**src/rtl/fifo_pkg.sv**
```systemverilog
// Shared FIFO sizing helpers.
// Pointer width and depth derivation from the address width.
package fifo_pkg;

  function automatic int ptr_width(input int aw);
    return aw + 1;
  endfunction

  function automatic int fifo_depth(input int aw);
    return 1 << aw;
  endfunction

endpackage

```
**src/rtl/sync_counter.sv**
```systemverilog
// Free-running enable counter.
// Async active-low reset plus a synchronous reset input.
module sync_counter #(
  parameter int DATA_WIDTH = 4
) (
  input  logic                  i_clk,
  input  logic                  i_rst,
  input  logic                  i_sync_rst,
  input  logic                  i_enable,
  output logic [DATA_WIDTH-1:0] o_count
);

  // count up on enable, sync reset wins over enable
  always_ff @(posedge i_clk or negedge i_rst) begin
    if (!i_rst) begin
      o_count <= '0;
    end else if (i_sync_rst) begin
      o_count <= '0;
    end else if (i_enable) begin
      o_count <= o_count + DATA_WIDTH'(1);
    end
  end

endmodule

```
**src/rtl/fifo_ptr_ctrl.sv**
```systemverilog
// FIFO pointer and flag controller.
// Accepts transfers against registered flags, tracks fill and errors.
module fifo_ptr_ctrl
  import fifo_pkg::*;
#(
  parameter int ADDR_WIDTH          = 4,
  parameter int ALMOST_FULL_THRESH  = (2**ADDR_WIDTH) - 2,
  parameter int ALMOST_EMPTY_THRESH = 2
) (
  input  logic                  i_clk,
  input  logic                  i_rst,
  input  logic                  i_clear,
  input  logic                  i_wr_req,
  input  logic                  i_rd_req,
  output logic                  o_wr_en,
  output logic [ADDR_WIDTH-1:0] o_wr_addr,
  output logic                  o_rd_en,
  output logic [ADDR_WIDTH-1:0] o_rd_addr,
  output logic                  o_full,
  output logic                  o_empty,
  output logic                  o_almost_full,
  output logic                  o_almost_empty,
  output logic [ADDR_WIDTH:0]   o_fill,
  output logic                  o_overflow,
  output logic                  o_underflow
);

  localparam int PW = ptr_width(ADDR_WIDTH);

  localparam logic [PW-1:0] DEPTH_V =
    PW'(fifo_depth(ADDR_WIDTH));
  localparam logic [PW-1:0] AF_V =
    PW'(ALMOST_FULL_THRESH);
  localparam logic [PW-1:0] AE_V =
    PW'(ALMOST_EMPTY_THRESH);

  logic          wr_acc;
  logic          rd_acc;
  logic          wr_srst;
  logic          rd_srst;
  logic [PW-1:0] wr_ptr;
  logic [PW-1:0] rd_ptr;
  logic [PW-1:0] fill_q;
  logic [PW-1:0] fill_nxt;
  logic          full_q;
  logic          empty_q;
  logic          af_q;
  logic          ae_q;
  logic          ovf_q;
  logic          unf_q;
  logic          ovf_nxt;
  logic          unf_nxt;

  // strobes are gated by reset so they drop asynchronously
  assign wr_acc = i_rst & i_wr_req & ~full_q & ~i_clear;
  assign rd_acc = i_rst & i_rd_req & ~empty_q & ~i_clear;

  // flush folds into the counters' synchronous reset path
  assign wr_srst = i_clear ? 1'b1 : 1'b0;
  assign rd_srst = i_clear ? 1'b1 : 1'b0;

  sync_counter #(
    .DATA_WIDTH (PW)
  ) u_wr_ptr (
    .i_clk      (i_clk),
    .i_rst      (i_rst),
    .i_sync_rst (wr_srst),
    .i_enable   (wr_acc),
    .o_count    (wr_ptr)
  );

  sync_counter #(
    .DATA_WIDTH (PW)
  ) u_rd_ptr (
    .i_clk      (i_clk),
    .i_rst      (i_rst),
    .i_sync_rst (rd_srst),
    .i_enable   (rd_acc),
    .o_count    (rd_ptr)
  );

  // next fill and sticky error state
  always_comb begin
    fill_nxt = fill_q;
    ovf_nxt  = ovf_q | (i_wr_req & full_q);
    unf_nxt  = unf_q | (i_rd_req & empty_q);
    unique case (1'b1)
      i_clear: begin
        fill_nxt = '0;
        ovf_nxt  = 1'b0;
        unf_nxt  = 1'b0;
      end
      (wr_acc & ~rd_acc): fill_nxt = fill_q + PW'(1);
      (rd_acc & ~wr_acc): fill_nxt = fill_q - PW'(1);
      default: ;
    endcase
  end

  // fill and flags registered together from the next fill
  always_ff @(posedge i_clk or negedge i_rst) begin
    if (!i_rst) begin
      fill_q  <= '0;
      full_q  <= 1'b0;
      empty_q <= 1'b1;
      af_q    <= 1'b0;
      ae_q    <= 1'b1;
      ovf_q   <= 1'b0;
      unf_q   <= 1'b0;
    end else begin
      fill_q  <= fill_nxt;
      full_q  <= (fill_nxt == DEPTH_V);
      empty_q <= (fill_nxt == '0);
      af_q    <= (fill_nxt >= AF_V);
      ae_q    <= (fill_nxt <= AE_V);
      ovf_q   <= ovf_nxt;
      unf_q   <= unf_nxt;
    end
  end

  assign o_wr_en        = wr_acc;
  assign o_rd_en        = rd_acc;
  assign o_wr_addr      = wr_ptr[ADDR_WIDTH-1:0];
  assign o_rd_addr      = rd_ptr[ADDR_WIDTH-1:0];
  assign o_full         = full_q;
  assign o_empty        = empty_q;
  assign o_almost_full  = af_q;
  assign o_almost_empty = ae_q;
  assign o_fill         = fill_q;
  assign o_overflow     = ovf_q;
  assign o_underflow    = unf_q;

endmodule

```
**config.mk**
```make
export PLATFORM = sky130hd
export DESIGN_NAME = fifo_ptr_ctrl
export DESIGN_NICKNAME = d
export VERILOG_FILES = /design/src/rtl/fifo_pkg.sv /design/src/rtl/sync_counter.sv /design/src/rtl/fifo_ptr_ctrl.sv
export SDC_FILE = /design/constraint.sdc
export NUM_CORES = 1
export LEC_CHECK = 0
export ABC_AREA = 1
export CAP_MARGIN = 20
export CORE_MARGIN = 2
export CORE_UTILIZATION = 52
export DETAILED_ROUTE_END_ITERATION = 10
export GPL_TIMING_DRIVEN = 0
export HOLD_SLACK_MARGIN = 0.08
export PLACE_DENSITY = 0.83
export SLEW_MARGIN = 10
export SYNTH_ARGS = -nofsm -noshare
export SYNTH_HDL_FRONTEND = slang
export SYNTH_SLANG_ARGS = --single-unit
export TNS_END_PERCENT = 10
```
**constraint.sdc**
```tcl
create_clock -name i_clk -period 4.1 [get_ports i_clk]
set_input_delay 0.41 -clock i_clk [delete_from_list [all_inputs] [get_ports i_clk]]
set_output_delay 0.41 -clock i_clk [all_outputs]
set_load 0.01 [all_outputs]
```
==> metrics.txt <==
Routed WL=2.22 mm; CTS tree=built; DRC=0; RSZ-0062 raised after global routing=no; worst path required time=4.35 ns; layout cells sized above 1=19.0%; Avg WL per Cell=between 10 and 15 um; leakage=0.689 nW; TritonCTS sink count=19; Post-Synthesis Cells=between 100 and 150; setup TNS=0 ns; Netlist cell types=22; post-synthesis register bit count=19; Congestion Overflow GR=0; commonest non-fill, non-tap cell in the layout=nand2_1; Post-CTS Setup Inserts=0; total CTS buffers=3; Ys Warns=0; clock buffer depth=2; 1st-iter DRT viols=12; largest net degree at the start of global routing=22; post-route ant nets=0; worst clock skew=between 0.004 and 0.005 ns; Clock Latency Late Sink=0.30 ns; Slew Limit Fails=0; post-route minimum period=3.47 ns; Layout Area Growth over Synthesis=28.6%; fin crit share=between 80% and 90%; initial core utilization=55.5%; PnR Total Power=0.462 mW; antenna cells=0; Syn Std Cell Area=between 0.001 and 0.0015 mm2; maximum vdd drop=253 uV; max_cap viols=0; vias in the first global route=933; outcome=finished, final reports clean; drt pass-1 iters=4; Detail Placement HPWL=1.78 mm; H-tree depth=1; slew of the pin with the lowest slew margin=0.883 ns; final-report hold violation count=0; num rows=16; Hold Crit Class=flip-flop to flip-flop; Avg Inst Size Synth=around 8 um2; Clock Tree Root=clkbuf_4; critical path class=input pin to flip-flop; PD cells=330 mW/mm2; CORE AREA=0.00196 mm2; Worst Setup End Kind=flip-flop; overall global routing resource usage=19.8%; Horiz. Die Dim=49.8 um; relative slew slack=41.0%; Die Ht=49.8 um; vias after detailed routing=948; Synth Net Count=145; CP Data Arrival Time=3.72 ns; Final GP Congestion=0.814; first-pass GRT wire length=3.76 mm; vias per cell=between 4 and 5; Peak Freq=0.288 GHz; number of filler cells placed in the layout=164; Nets=around 180; Seq/Total Area, Yosys=43.9%; Port Buffers=25; DIE AREA=0.00248 mm2; commonest non-fill, non-tap cells in the layout=29 x nand2_1, 25 x clkdlybuf4s50_1, 17 x dfrtp_1; cts repair resizes=0; CP startpoint kind=input pin; CTS clk-pin slew, worst paths=0.11 ns; IO Pins=26; hold-fix buffers at CTS=0; antenna violations before repair=0; crit path max fanout=21; final design utilization=71.4%; setup violators final=0
## worst max-delay path, cell delays in order
cell,delay (ns)
clkdlybuf4s50_1,1.05
nand2_1,0.12
nor2_1,0.17
inv_1,0.10
nor2_1,0.31
ha_1,0.41
nand2_1,0.10
inv_2,0.10
nor2_4,0.04
ha_1,0.18
inv_1,0.05
nand2_1,0.09
inv_1,0.07
nand2_1,0.07
nand3_2,0.08
nand2_2,0.07
nor2_1,0.10
nand3_1,0.08
nor2_1,0.09
## where the power goes
part	switching [mW]	internal (mW)	total (mW)
clock network	0.0603	0.0364	0.0967
registers	0.0191	0.210	0.229
logic	0.0708	0.0657	0.136
## state kept, by name, indices dropped and copies added (netlist names)
signal and cells:
u_wr_ptr.o_count 4, o_almost_empty 1, o_almost_full 1, o_overflow 1
o_full 1, u_rd_ptr.o_count 4, o_underflow 1, o_fill 5
o_empty 1
## through the flow
stage	setup slack, ns	cells	area (um2)	hold WS [ns]
floorplan	1.73	134	1090	0.114
global placement	0.421	186	1370	0.453
detailed placement	0.282	186	1370	0.464
CTS	0.583	190	1400	0.478
global route	0.181	190	1400	0.504
finish	0.629	190	1400	0.481
## metal layers
layer / track usage [%] / vias to the layer above / share of wire (%)
met1: 22.0 / 447 / 43
met3: 4.85 / 2 / 4.5
met5: 0 / - / 0
li1: - / 475 / -
met4: 8.33 / 0 / 0.95
met2: 35.6 / 24 / 51
## final cells by class
type	count	area (um2)	area share (%)
inverter	25	93.8	6.70
multi-input combinational	90	518	37.0
timing repair buffer	25	250	17.9
tap	27	33.8	2.41
clock buffer	3	22.5	1.61
clock inverter	1	5.00	0.357
sequential	19	478	34.1
## synthesized netlist by cell type
library cell | number | area [um2]
inv_2 | 8 | 30.0
a21oi_1 | 8 | 40.0
o21bai_1 | 1 | 7.51
dfrtp_1 | 17 | 425
nor2_4 | 1 | 11.3
ha_1 | 6 | 75.1
nand3_1 | 5 | 25.0
inv_1 | 16 | 60.1
nor2_1 | 16 | 60.1
nand2_4 | 2 | 22.5
nand4_1 | 1 | 6.26
nand3_2 | 6 | 60.1
nor2_2 | 1 | 6.26
o22ai_2 | 1 | 12.5
xor2_1 | 1 | 8.76
a22o_1 | 1 | 8.76
nand2_1 | 29 | 109
clkinv_1 | 1 | 3.75
o21ai_2 | 1 | 8.76
nand2_2 | 5 | 31.3
dfstp_2 | 2 | 52.6
o21ai_0 | 5 | 25.0
## path summary, 6_finish.rpt
check | to | from | cells after the start | slack [ns]
min in group asynchronous | u_wr_ptr.o_count[1] | i_rst | 1 | 0.59
min reg2reg | u_wr_ptr.o_count[3] | u_wr_ptr.o_count[3] | 1 | 0.48
min | u_wr_ptr.o_count[3] | u_wr_ptr.o_count[3] | 1 | 0.48
max reg2reg | o_almost_empty | o_empty | 17 | 1.56
max | o_almost_empty | i_rst | 19 | 0.63
max in group asynchronous | o_almost_full | i_rst | 1 | 2.97
## kinds of logic (layout without fill, tap and decap cells)
kind of cell	count (synthesis)	count (layout)	synth area share (%)
buffers and inverters	25	54	8.61
adder cells (fa/ha/maj)	6	6	6.89
flip-flops	19	19	43.9
XOR/XNOR	1	1	0.804
AND/OR/NAND/NOR	66	66	30.4
AO/OA/AOI/OAI	17	17	9.41
No activity file was read; power rests on OpenSTA's default activity.
==> RTL edit 1, RTL diff (config.mk and constraints unchanged) <==
The parameter `ADDR_WIDTH` goes from 4 to 6.
--- a/src/rtl/fifo_ptr_ctrl.sv
+++ b/src/rtl/fifo_ptr_ctrl.sv
@@ -3,7 +3,7 @@
 module fifo_ptr_ctrl
   import fifo_pkg::*;
 #(
-  parameter int ADDR_WIDTH          = 4,
+  parameter int ADDR_WIDTH          = 6,
   parameter int ALMOST_FULL_THRESH  = (2**ADDR_WIDTH) - 2,
   parameter int ALMOST_EMPTY_THRESH = 2
 ) (
Interface: changed (resized o_fill, o_rd_addr and o_wr_addr); port bits go from 26 to 32. The function was not compared with the original's and may differ.
==> RTL edit 1 against the original RTL <==
  * Setup slack got worse by 23 ps
  * Global-route usage fell by 0.20 points
  * Cell area increased by 33%
  * Cell count up 37%
  * Area after synthesis rose by 35%
  * Worst hold slack worse by 32 ps
  * Clock power is 12% higher
  * Power rose by 48%
  * Sequential cell count is 6 higher
  * Wire length rose by 34%
  * First-iteration DRC count up 130%
  * Sequential power increased by 41%
  * Critical path depth decreased by 4
  * Critical endpoint is now o_almost_full
  * Highest routed layer unchanged
==> RTL edit 1: results (changes against the original RTL) <==
Post-Layout Cell Count=260 (was 190); Clock Latency Late Sink=310 ps; PortBufs=31 (was 25); YS warnings=0 (unchanged); Area Overhead vs Synth=26.6% (was 28.6%); # Post-CTS Setup Buffers=0 (unchanged); number of nets in the layout=244 (was 175); commonest cells in the netlist=nand2_1, inv_1, dfrtp_1, nand3_1, nor2_1 (was nand2_1, dfrtp_1, inv_1, nor2_1); largest net degree at the start of global routing=17 (was 22); number of global-route vias before repair=1196 (was 933); Cells after Synth=193 (was 134); Critical-path top delay cell=clkdlybuf4s50_1 (unchanged); clk slew on worst S/H paths=130 ps (was 110 ps); CTS max path bufs=2 (unchanged); RePlAce Congestion=0.794 (was 0.814); DP Area=1830 um^2 (was 1370 um^2); fill count=232 (was 164); Num CTS Buffers=3 (unchanged); max reg flops=7 (was 5); TritonRoute pass-1 iters=4 (unchanged); first-pass GRT wire length=5110 um (was 3760 um); sequential-to-total area share from yosys stat=0.428 (was 0.439); status=completed (unchanged); Static Leak=0.000937 uW (was 0.000689 uW); Layout Skew=3.64 ps (was 4.16 ps); CP peak stage delay=840 ps (was 1050 ps); Crit Path Max Fanout=16 (was 21); NetSw=237 uW (was 150 uW); Worst Max-Slew Pin Slew=584 ps (was 883 ps); ant diodes=0 (unchanged); routed wire length=2970 um (was 2220 um); CTS resizes=0 (unchanged); worst vdd ir=0.341 mV (was 0.253 mV); Slew Limit Fails=0 (unchanged); Synth area leaders=dfrtp_1, nand2_1, nand3_1 (was dfrtp_1, nand2_1, ha_1); Async SR Flop Fraction=1.00 (unchanged); initial drt markers=27 (was 12); root buf cell=clkbuf_4 (unchanged); synth unique cells=25 (was 22); crit path DAT=3760 ps (was 3720 ps); GRT Total Usage=0.196 (was 0.198); initial antenna violation count=0 (unchanged); syn nets=207 (was 145); detailed-route via count=1324 (was 948); layout cell share with drive strength beyond 1=0.105 (was 0.190); Tightest Hold Check Type=input port to async pin (was flip-flop to flip-flop); number of flops mapped to enable cells by yosys=0 (unchanged); DP Cell Count=256 (was 186); # H-tree levels=1 (unchanged); Post-DP HPWL=2310 um (was 1780 um)
## RTL edit 1: changes by cell type after synthesis, moves of 3 or more
cell	delta
nand2_1	+21
nand3_1	+16
inv_1	+8
dfrtp_1	+6
inv_2	-4
nand3_2	-4
nor2_1	+3
nor3_1	+3
## RTL edit 1: metal layers
layer,global-route usage,part of all wire
met1,0.263,0.47
met2,0.330,0.49
met3,0.0408,0.040
met4,0.0399,0.0057
met5,0,0
## RTL edit 1: power by group through the flow
stage,sequential [uW],clock [uW],combinational [uW]
after floorplan,338,0,133
after CTS,324,112,258
after detailed placement,327,0,257
final,322,108,254
after global routing,330,119,286
after global placement,327,0,250
## RTL edit 1: cell type report
cell class | instances | area share
buffer | 1 | 0.00270
multi-input combinational | 138 | 0.389
inverter | 29 | 0.0593
timing repair buffer | 32 | 0.175
tap | 31 | 0.0209
clock buffer | 4 | 0.0142
sequential | 25 | 0.338
## RTL edit 1: per-stage QoR
stage	setup slack [ps]	TNS, ps
after floorplan	1570	0
after global placement	-161	-511
after detailed placement	245	0
after CTS	575	0
after global routing	251	0
final	606	0
## RTL edit 1: worst paths after layout
kind / endpoint / slack (ps) / cells past startpoint / startpoint
setup / recovery: o_almost_full / 610 / 15 / i_rst
hold / removal: o_fill[3] / 450 / 1 / i_rst
setup reg to reg: o_almost_full / 1340 / 13 / o_empty
hold reg to reg: o_overflow / 510 / 2 / o_overflow
max in group asynchronous: o_empty / 3070 / 2 / i_rst
min in group i_clk: o_overflow / 510 / 2 / o_overflow
## RTL edit 1: cells by family after synthesis
family,share of synthesized area
and+or+nand+nor,0.332
buffers and inverters,0.0785
DFF,0.428
AOI/OAI and AO/OA,0.0674
adders and majority gates,0.0819
xor gates and xnor gates,0.0119
## RTL edit 1: critical path: cells and delay by family
family                   cells  cell delay (ps)
buffers and inverters        4             1280
AND/OR/NAND/NOR              9             1230
adder cells (fa/ha/maj)      2              830
==> RTL edit 2, RTL diff (same settings) <==
Made on the original files. Make the reset (`i_rst`) synchronous in 2 clocked blocks. Comments in the files are not updated.
--- a/src/rtl/sync_counter.sv
+++ b/src/rtl/sync_counter.sv
@@ -11,7 +11,7 @@
 );
 
   // count up on enable, sync reset wins over enable
-  always_ff @(posedge i_clk or negedge i_rst) begin
+  always_ff @(posedge i_clk) begin
     if (!i_rst) begin
       o_count <= '0;
     end else if (i_sync_rst) begin
--- a/src/rtl/fifo_ptr_ctrl.sv
+++ b/src/rtl/fifo_ptr_ctrl.sv
@@ -97,7 +97,7 @@
   end
 
   // fill and flags registered together from the next fill
-  always_ff @(posedge i_clk or negedge i_rst) begin
+  always_ff @(posedge i_clk) begin
     if (!i_rst) begin
       fill_q  <= '0;
       full_q  <= 1'b0;
Formal check against the unedited RTL: differs if i_rst is asserted again (counterexample within 4 cycles, from zero or initial values and one cycle with i_rst low); with i_rst held inactive, the same outputs for 10 cycles.
==> RTL edit 2 against the original RTL <==
  * Sequential cell count is the same
  * Area after synthesis shrank 6.1%
  * Setup slack gained 810 ps
  * Cell area shrank 4.7%
  * Cell count grew 2.1%
  * Wire length shrank 6.0%
  * Sequential share of layout area shrank 5.6 points
  * Critical path type unchanged
  * Critical endpoint is now o_almost_empty
Power is not compared: it rests on default switching activity, and its combinational part moved more than twofold at a synthesized area within 25%.
==> RTL edit 2: results (changes against the original RTL) <==
status=completed (unchanged); GRT Total Usage=0.192 (was 0.198); PortBufs=25 (unchanged); largest net degree at the start of global routing=12 (was 22); layout cell share with drive strength beyond 1=0.102 (was 0.190); YS warnings=0 (unchanged); Worst Max-Slew Pin Slew=276 ps (was 883 ps); CP peak stage delay=540 ps (was 1050 ps); routed wire length=2090 um (was 2220 um); first-pass GRT wire length=3630 um (was 3760 um); met2 Use GR=0.363 (was 0.356); met1 global-route usage=0.209 (was 0.220); Clock Latency Late Sink=300 ps (about the same); CTS resizes=0 (unchanged); max reg flops=5 (unchanged); Layout Skew=1.01 ps (was 4.16 ps); # H-tree levels=1 (unchanged); fill count=168 (was 164); number of global-route vias before repair=909 (was 933); # Post-CTS Setup Buffers=0 (unchanged); crit path DAT=2900 ps (was 3720 ps); Post-DP HPWL=1700 um (was 1780 um); count leader, synth=nand2_1 (unchanged); commonest cells in the netlist=nand2_1, inv_1, dfxtp_1, nand3_1, a21oi_1 (was nand2_1, dfrtp_1, inv_1, nor2_1); Post-Layout Cell Count=194 (was 190); Tightest Hold Check Type=flip-flop to flip-flop (unchanged); Crit Path Max Fanout=9 (was 21); worst vdd ir=0.207 mV; detailed-route via count=968 (was 948); Static Leak=roughly 0.00068 uW; ant diodes=0 (unchanged); DP Area=1310 um^2 (was 1370 um^2); Async SR Flop Fraction=0 (was 1.00); Critical-path top delay cell=clkdlybuf4s50_1 (unchanged); setup violators final=0 (unchanged); Synth area leaders=dfxtp_1, nand2_1, nand3_1 (was dfrtp_1, nand2_1, ha_1); Post-synth top flop=dfxtp_1 (was dfrtp_1); # DRC=0 (unchanged); Num CTS Buffers=3 (unchanged); syn avg cell area=7.42 um^2 (was 8.13 um^2); clk slew on worst S/H paths=110 ps (about the same); NetSw=just over 90 uW; CTS max path bufs=2 (unchanged); syn nets=150 (was 145); TritonRoute pass-1 iters=4 (unchanged); sequential-to-total area share from yosys stat=0.372 (was 0.439); initial antenna violation count=0 (unchanged); root buf cell=clkbuf_4 (unchanged); number of nets in the layout=180 (was 175); RePlAce Congestion=0.809 (was 0.814); CP delay by family, top=buffers and inverters (unchanged); synth unique cells=19 (was 22); initial drt markers=13 (was 12); GR Util met3=0.0370 (was 0.0485)
==> RTL edit 2: cell families after synthesis <==
| group | count (synthesis) | share of synthesized area |
|---|---|---|
| flops | 19 | 0.372 |
| compound gates | 22 | 0.119 |
| buf+inv | 25 | 0.0917 |
| simple gates | 65 | 0.325 |
| fa+ha+maj | 7 | 0.0929 |
==> RTL edit 2: metal layers <==
metal	vias up	routed length [um]	share of wire
met5	-	0	0
met4	0	32	0.015
met3	5	97	0.047
met2	28	1080	0.52
met1	433	875	0.42
li1	502	-	-
==> RTL edit 2: final timing paths <==
kind,end,cells after the start,from,slack (ps)
worst max-delay path,o_almost_empty,14,i_rst,1440
worst min-delay path,u_rd_ptr.o_count[3],1,u_rd_ptr.o_count[3],460
worst max register to register,o_almost_empty,12,o_empty,2020
worst min register to register,u_rd_ptr.o_count[3],1,u_rd_ptr.o_count[3],460
==> RTL edit 2: power groups by stage <==
stage	Combinational (uW)	Clock (uW)	Sequential (uW)
CTS	50.8	98.1	193
global route	55.8	106	194
detailed placement	50.6	0	197
global placement	48.9	0	197
floorplan	27.8	0	199
finish	50.4	94.8	193
==> RTL edit 2: metrics by stage <==
stage	utilization	power, uW	setup WS (ps)
floorplan	-	227	1940
global placement	0.688	246	1170
detailed placement	0.688	248	1100
CTS	0.702	342	1430
global route	0.702	356	1190
finish	0.702	338	1440
==> RTL edit 2: layout make-up <==
type / instances / area share
multi-input cells: 94 / 0.411
flip-flops and latches: 19 / 0.285
repair buffers: 25 / 0.187
inverters: 25 / 0.0703
well taps: 27 / 0.0253
clock buffers: 3 / 0.0169
clock inverters: 1 / 0.00375
